===== config.mk =====
export PLATFORM = sky130hd
export DESIGN_NAME = instruction_fetch_unit
export DESIGN_NICKNAME = d
export VERILOG_FILES = /design/src/rtl/instruction_fetch_unit.sv
export SDC_FILE = /design/constraint.sdc
export NUM_CORES = 1
export LEC_CHECK = 0
export BUFFER_PORTS_ARGS = -buffer_cell sky130_fd_sc_hd__buf_2
export CAP_MARGIN = 20
export CELL_PAD_IN_SITES_DETAIL_PLACEMENT = 1
export CELL_PAD_IN_SITES_GLOBAL_PLACEMENT = 2
export CORE_MARGIN = 3
export CORE_UTILIZATION = 25
export DETAILED_ROUTE_END_ITERATION = 10
export GPL_ROUTABILITY_DRIVEN = 0
export PLACE_DENSITY = 0.72
export SLEW_MARGIN = 5
export SYNTH_ARGS = -nofsm -noshare
export SYNTH_HDL_FRONTEND = slang
export SYNTH_SLANG_ARGS = --single-unit

===== constraint.sdc =====
create_clock -name clk -period 15.26 [get_ports clk]
set_input_delay 0.763 -clock clk [delete_from_list [all_inputs] [get_ports clk]]
set_output_delay 0.763 -clock clk [all_outputs]
set_load 0.01 [all_outputs]

===== src/rtl/instruction_fetch_unit.sv =====
// Purpose : Fetch stage feeding Instruction_Memory. Owns the 64-bit PC, captures
//           the returned word into an IF/ID register with a valid/ready handshake,
//           and handles redirects, stalls, zero-word halt and misaligned targets.
// Ports   : clk, reset (async, active-high)
//           imem_addr/imem_instr       - memory address (= PC) and combinational read data
//           redirect_valid/_target     - taken branch/jump from execute
//           id_ready                   - decode accepts this cycle
//           if_valid/if_instr/if_pc    - IF/ID register outputs
//           halted, misaligned_err     - status (error is sticky until reset)
//           fetch_count                - instructions accepted by decode (wraps)
module instruction_fetch_unit #(
    parameter logic [63:0] RESET_PC = 64'd0,
    parameter int unsigned COUNT_W  = 32
) (
    input  logic               clk,
    input  logic               reset,
    output logic [63:0]        imem_addr,
    input  logic [31:0]        imem_instr,
    input  logic               redirect_valid,
    input  logic [63:0]        redirect_target,
    input  logic               id_ready,
    output logic               if_valid,
    output logic [31:0]        if_instr,
    output logic [63:0]        if_pc,
    output logic               halted,
    output logic               misaligned_err,
    output logic [COUNT_W-1:0] fetch_count
);

    localparam logic [0:0] ST_RUN  = 1'b0;
    localparam logic [0:0] ST_HALT = 1'b1;

    logic [0:0]         r_state;
    logic [63:0]        r_pc;
    logic               r_if_valid;
    logic [31:0]        r_if_instr;
    logic [63:0]        r_if_pc;
    logic               r_err;
    logic [COUNT_W-1:0] r_count;

    logic [0:0]         w_state_nxt;
    logic [63:0]        w_pc_nxt;
    logic               w_if_valid_nxt;
    logic [31:0]        w_if_instr_nxt;
    logic [63:0]        w_if_pc_nxt;
    logic               w_err_nxt;
    logic [COUNT_W-1:0] w_count_nxt;
    logic               w_xfer;
    logic               w_slot_free;

    assign w_xfer      = r_if_valid && id_ready;
    assign w_slot_free = !r_if_valid || id_ready;

    // Next-state and datapath: redirect > fetch/zero-halt > stall > halt drain
    always_comb begin
        w_state_nxt    = r_state;
        w_pc_nxt       = r_pc;
        w_if_valid_nxt = r_if_valid;
        w_if_instr_nxt = r_if_instr;
        w_if_pc_nxt    = r_if_pc;
        w_err_nxt      = r_err;
        w_count_nxt    = r_count;

        // A handshake completing in a flush cycle still counts
        if (w_xfer) begin
            w_count_nxt = r_count + COUNT_W'(1);
        end

        if (redirect_valid) begin
            w_if_valid_nxt = 1'b0;
            if (redirect_target[1:0] == 2'b00) begin
                w_pc_nxt    = redirect_target;
                w_state_nxt = ST_RUN;
            end else begin
                w_err_nxt   = 1'b1;
                w_state_nxt = ST_HALT;
            end
        end else if (r_state == ST_RUN) begin
            if (w_slot_free) begin
                if (imem_instr != 32'd0) begin
                    w_if_instr_nxt = imem_instr;
                    w_if_pc_nxt    = r_pc;
                    w_if_valid_nxt = 1'b1;
                    w_pc_nxt       = r_pc + 64'd4;
                end else begin
                    // All-zero word: stop with pc parked on it
                    w_if_valid_nxt = 1'b0;
                    w_state_nxt    = ST_HALT;
                end
            end
        end else begin
            if (w_xfer) begin
                w_if_valid_nxt = 1'b0;
            end
        end
    end

    // State and datapath registers
    always_ff @(posedge clk or posedge reset) begin
        if (reset) begin
            r_state    <= ST_RUN;
            r_pc       <= RESET_PC;
            r_if_valid <= 1'b0;
            r_if_instr <= 32'd0;
            r_if_pc    <= 64'd0;
            r_err      <= 1'b0;
            r_count    <= '0;
        end else begin
            r_state    <= w_state_nxt;
            r_pc       <= w_pc_nxt;
            r_if_valid <= w_if_valid_nxt;
            r_if_instr <= w_if_instr_nxt;
            r_if_pc    <= w_if_pc_nxt;
            r_err      <= w_err_nxt;
            r_count    <= w_count_nxt;
        end
    end

    assign imem_addr      = r_pc;
    assign if_valid       = r_if_valid;
    assign if_instr       = r_if_instr;
    assign if_pc          = r_if_pc;
    assign halted         = (r_state == ST_HALT);
    assign misaligned_err = r_err;
    assign fetch_count    = r_count;

endmodule


==> results.json, run 1 <==
{
  "dp_hpwl_um": 26000,
  "ys.flop_type": "dfrtp_1",
  "pin_count": 295,
  "overflow": 0,
  "initial_core_util": 0.257,
  "status": "finished clean",
  "cts_setup_buffers": 0,
  "finalHoldViolCount": 0,
  "crit_chain": "buf_2 -> nor4_1 -> nand4_1 -> or2_2 -> nand2_4 -> buf_4 -> mux2_2",
  "endpoint_kind": "register",
  "powerDensity_mw_per_mm2": 142,
  "vias_per_cell": 5.00,
  "layoutNonFillerInstCount": 1686,
  "numClockSinks": 195,
  "post_drt_wl_per_cell_um": 20.9,
  "path_class": "primary input to register",
  "grt_max_degree": 100,
  "num-nets-final": 1270,
  "hold_slack_ns": 0.387,
  "grt_usage": 0.173,
  "setup_tns_ns": 0,
  "setup_violations": 0,
  "async_reset_ff_frac": 1.00,
  "cp_max_fo": 57,
  "rows": 70,
  "yosys-top-cells-area": "dfrtp_1, mux2_2, nand3_1",
  "grt_pass1_wl_um": 54700,
  "syn_area_per_cell_um2": 10.6,
  "synth_top_cell_by_area": "dfrtp_1",
  "yosysSeqAreaShare": 0.513,
  "final_antenna_net_count": 0,
  "antenna_found_initial": 5,
  "synth_top_area_frac": 0.513,
  "ctsHoldBuffers": 0,
  "vias": 8433,
  "worst_path_largest_cell_delay_ns": 0.71,
  "p_leak_nw": 5.35,
  "cts_made_buffers": 17,
  "cts.clk_slew.worst_paths_ns": 0.08,
  "fin_util": 0.327,
  "synthTopCellsByCount": "dfrtp_1, mux2_2, nand2_1",
  "fmax_mhz": 273,
  "worstMarginPinSlew_ns": 1.03,
  "maxCapViolations": 0,
  "worst_slack_ns": 11.60,
  "period_minus_slack_ns": 3.66,
  "cp-start-kind": "primary input",
  "worst_ep_required_time_ns": 15.60,
  "worst_path_max_delay_cell": "buf_4",
  "cts_resized": 0,
  "syn_area_mm2": 0.00951,
  "yosys_register_bits": 195,
  "die_w_um": 201,
  "hp-class": "primary input to async pin",
  "post-route-drc-count": 0,
  "syn2layout_area_growth_pct": 27.2,
  "peakVddDrop_mv": 0.0843,
  "arrival_ns": 4.00,
  "dpl_worst_slack_ns": 11.06,
  "syn_nets": 1001,
  "skew_ns": 0.0152,
  "clk-insertion-delay-late_ns": 0.46,
  "drive_above_1_share": 0.382,
  "coreArea_mm2": 0.0370,
  "yosysWarnings": 0,
  "ys_types": 70,
  "fin_crit_sh": 0.240,
  "die_h_um": 201,
  "synth-edff-count": 0,
  "port_buffers": 294,
  "slew_violations": 0,
  "dieArea_mm2": 0.0404,
  "clk_path_buf_depth": 2,
  "htree_num_levels": 4,
  "placedCellCount": 1653,
  "drtIter0Drc": 401,
  "postSynthCellCount": 899,
  "cts-root-buf": "clkbuf_16",
  "grt_pass1_vias": 8643,
  "synth_most_common_cell": "dfrtp_1",
  "cts_tree": "done",
  "drt_pass1_iterations": 6,
  "max_slew_margin": 0.314,
  "wirelength_um": 35200,
  "rsz0062_at_grt": "no"
}
[cells by family after synthesis]
family	share of synthesized area
DFF	0.513
and+or+nand+nor	0.184
xor gates and xnor gates	0.0285
buffers and inverters	0.0345
muxes	0.114
adders and majority gates	0.00263
AOI/OAI and AO/OA	0.124
[state kept, by name (all words and copies together) (netlist names)]
signal          cells
if_pc              64
fetch_count        32
misaligned_err      1
halted              1
if_instr           32
if_valid            1
imem_addr          64
[metal layers]
metal | wire length [um] | up-vias | track usage
li1 | - | 3890 | -
met1 | 16100 | 4264 | 0.232
met2 | 16500 | 247 | 0.281
met3 | 2330 | 24 | 0.0503
met4 | 268 | 8 | 0.0314
met5 | 58 | - | 0
[area by class of cell]
cell class / count / area [um2]
diodes: 1 / 2.50
clock buffers: 19 / 443
clock inverters: 13 / 188
fillers: 4254 / 25000
inverters: 14 / 60.1
multi-input cells: 636 / 4350
flip-flops and latches: 195 / 4880
well taps: 504 / 631
repair buffers: 304 / 1550
[report_power, final]
part / internal, mW / switching [mW]
Clock: 0.270 / 0.232
Sequential: 0.646 / 0.128
Combinational: 0.208 / 0.239
Total: 1.12 / 0.599
[metrics by stage]
stage | cell area (um2) | power (mW)
2_1_floorplan | 9510 | 0.998
3_3_place_gp | 11500 | 1.23
3_5_place_dp | 11500 | 1.24
4_1_cts | 12100 | 1.75
5_1_grt | 12100 | 1.83
6_report | 12100 | 1.72
[final timing paths]
kind | startpoint | to | slack, ns | cells past startpoint
max | imem_instr[8] | if_instr[10] | 11.60 | 7
min | reset | if_instr[3] | 0.39 | 2
max reg2reg | imem_addr[2] | imem_addr[42] | 12.23 | 7
min reg2reg | misaligned_err | misaligned_err | 0.47 | 1
max in group asynchronous | reset | if_pc[30] | 12.90 | 4
min in group clk | misaligned_err | misaligned_err | 0.47 | 1
[placed cells by master (no fill, tap or decap), types with 5 or more instances in the layout]
| cell | count |
|---|---|
| buf_2 | 293 |
| dfrtp_1 | 195 |
| mux2_2 | 89 |
| nand2_1 | 58 |
| nand3_1 | 58 |
| o21ai_0 | 54 |
| a21oi_1 | 49 |
| nor2_1 | 48 |
| nand4_1 | 29 |
| xnor2_1 | 28 |
| nor3_1 | 26 |
| nor4_1 | 25 |
| and3_1 | 20 |
| clkbuf_16 | 17 |
| inv_1 | 12 |
| o22ai_1 | 11 |
| buf_4 | 11 |
| and4_1 | 10 |
| and2_1 | 9 |
| mux2i_1 | 8 |
| o2bb2ai_1 | 7 |
| a22oi_1 | 6 |
| a31oi_1 | 6 |
| o21a_1 | 6 |
| o22a_1 | 6 |
| inv_8 | 5 |
| or3_1 | 5 |
[critical path: cells and delay by family]
kind                   cells  cell delay [ns]
and+or+nand+nor            4             1.95
buffers and inverters      2             0.82
muxes                      1             0.41
Power figures use the tool's default switching activity.
==> run 2, diff against run 1 <==
==> constraint.sdc (replaced) <==
create_clock -name clk -period 3.66 [get_ports clk]
set_input_delay 0.183 -clock clk [delete_from_list [all_inputs] [get_ports clk]]
set_output_delay 0.183 -clock clk [all_outputs]
set_load 0.01 [all_outputs]
==> results.json, run 2 (synthesis results as in run 1) <==
{
  "p_leak_nw": 5.55,
  "fin_crit_sh": 0.804,
  "drt_pass1_iterations": 4,
  "worstMarginPinSlew_ns": 0.909,
  "cts.clk_slew.worst_paths_ns": 0.07,
  "status": "finished clean",
  "cp_max_fo": 8,
  "vias": 8665,
  "die_h_um": 201,
  "cts-root-buf": "clkbuf_16",
  "worst_path_largest_cell_delay_ns": 0.73,
  "final_common_cell": "buf_2",
  "cts_setup_buffers": 0,
  "vias_per_cell": 5.00,
  "placedCellCount": 1665,
  "cts_made_buffers": 17,
  "rows": 70,
  "hp-class": "primary input to register",
  "htree_num_levels": 4,
  "maxCapViolations": 0,
  "coreArea_mm2": 0.0370,
  "post_drt_wl_per_cell_um": 21.0,
  "wirelength_um": 36400,
  "grt_pass1_vias": 9007,
  "clk-insertion-delay-late_ns": 0.46,
  "worst_ep_required_time_ns": 4.01,
  "peakVddDrop_mv": 0.334,
  "setup_tns_ns": 0,
  "drive_above_1_share": 0.376,
  "crit_chain": "ha_1 -> nand4_1 -> or4_1 -> nor4_4 -> nand4_1 -> a221oi_1",
  "post-route-drc-count": 0,
  "max_slew_margin": 0.394,
  "ctsHoldBuffers": 36,
  "endpoint_kind": "register",
  "overflow": 0,
  "skew_ns": 0.0168,
  "grt_usage": 0.178,
  "powerDensity_mw_per_mm2": 566,
  "cts_tree": "done",
  "slew_violations": 0,
  "finalHoldViolCount": 0,
  "initial_core_util": 0.257,
  "cp-start-kind": "register",
  "arrival_ns": 3.29,
  "antenna_found_initial": 2,
  "dpl_worst_slack_ns": 0.730,
  "period_minus_slack_ns": 2.94,
  "worst_path_max_delay_cell": "or4_1",
  "pin_count": 295,
  "path_class": "register to register",
  "port_buffers": 294,
  "num-nets-final": 1318,
  "setup_violations": 0,
  "numClockSinks": 195,
  "grt_pass1_wl_um": 56300,
  "final_antenna_net_count": 0,
  "dieArea_mm2": 0.0404,
  "p_total_mw": 7.10,
  "fmax_mhz": 340,
  "rsz0062_at_grt": "no",
  "crit_top_cell": "nand4_1",
  "syn2layout_area_growth_pct": 32.0,
  "die_w_um": 201,
  "clk_path_buf_depth": 2,
  "dp_hpwl_um": 26400,
  "grt_max_degree": 101,
  "r2r_setup_slack_ns": 0.72,
  "layoutNonFillerInstCount": 1733,
  "layout_common_cells": "buf_2, dfrtp_1, mux2_2",
  "drtIter0Drc": 335,
  "cts_resized": 0,
  "worst_slack_ns": 0.718
}
run 2: cell count changes in the layout (fill, tap and decap cells not counted), sizes merged:
cell and delta:
buf +12, bufinv -1, clkbuf -1, clkinvlp +3
dlygate4sd3 +36, inv -2
run 2: layout make-up:
cell class | count | area [um2]
tap | 504 | 631
sequential | 195 | 4880
fill | 4244 | 24500
multi-input combinational | 636 | 4350
timing repair buffer | 352 | 2060
clock inverter | 13 | 149
clock buffer | 18 | 429
inverter | 14 | 56.3
antenna | 1 | 2.50
run 2: stage by stage:
| stage | util | hold WS (ns) | instance area [um2] |
|---|---|---|---|
| 2_1_floorplan | - | 0.327 | 9510 |
| 3_3_place_gp | 0.313 | 0.412 | 11600 |
| 3_5_place_dp | 0.313 | 0.414 | 11600 |
| 4_1_cts | 0.339 | 0.000253 | 12600 |
| 5_1_grt | 0.339 | 0.0104 | 12600 |
| 6_report | 0.339 | 0.0270 | 12600 |
run 2: worst max-delay path: cells and delay by family, from the launching register on:
kind                     cells  cell delay, ns
flip-flops                   1            0.46
AO/OA/AOI/OAI                1            0.29
AND/OR/NAND/NOR              4            1.81
adder cells (fa/ha/maj)      1            0.27
run 2: where the power goes:
| group | switching [mW] | total (mW) | internal [mW] |
|---|---|---|---|
| combinational | 1.02 | 1.93 | 0.905 |
| sequential | 0.531 | 3.23 | 2.69 |
| clock | 0.932 | 1.95 | 1.02 |
| total | 2.48 | 7.10 | 4.62 |
run 2: final timing paths:
check	end	startpoint	cells after the start
worst max-delay path	imem_addr[46]	imem_addr[2]	6
worst min-delay path	imem_addr[26]	redirect_target[26]	3
worst max register to register	imem_addr[46]	imem_addr[2]	6
worst min register to register	misaligned_err	misaligned_err	1
max in group asynchronous	imem_addr[33]	reset	4
min in group asynchronous	if_instr[11]	reset	4
run 2: routing by layer:
layer	vias up	GRT usage	share of wire	routed length, um
met5	-	0	0.00088	32
met4	4	0.0324	0.0096	350
met3	20	0.0480	0.062	2250
met2	254	0.291	0.47	17100
met1	4404	0.239	0.46	16700
li1	3983	-	-	-
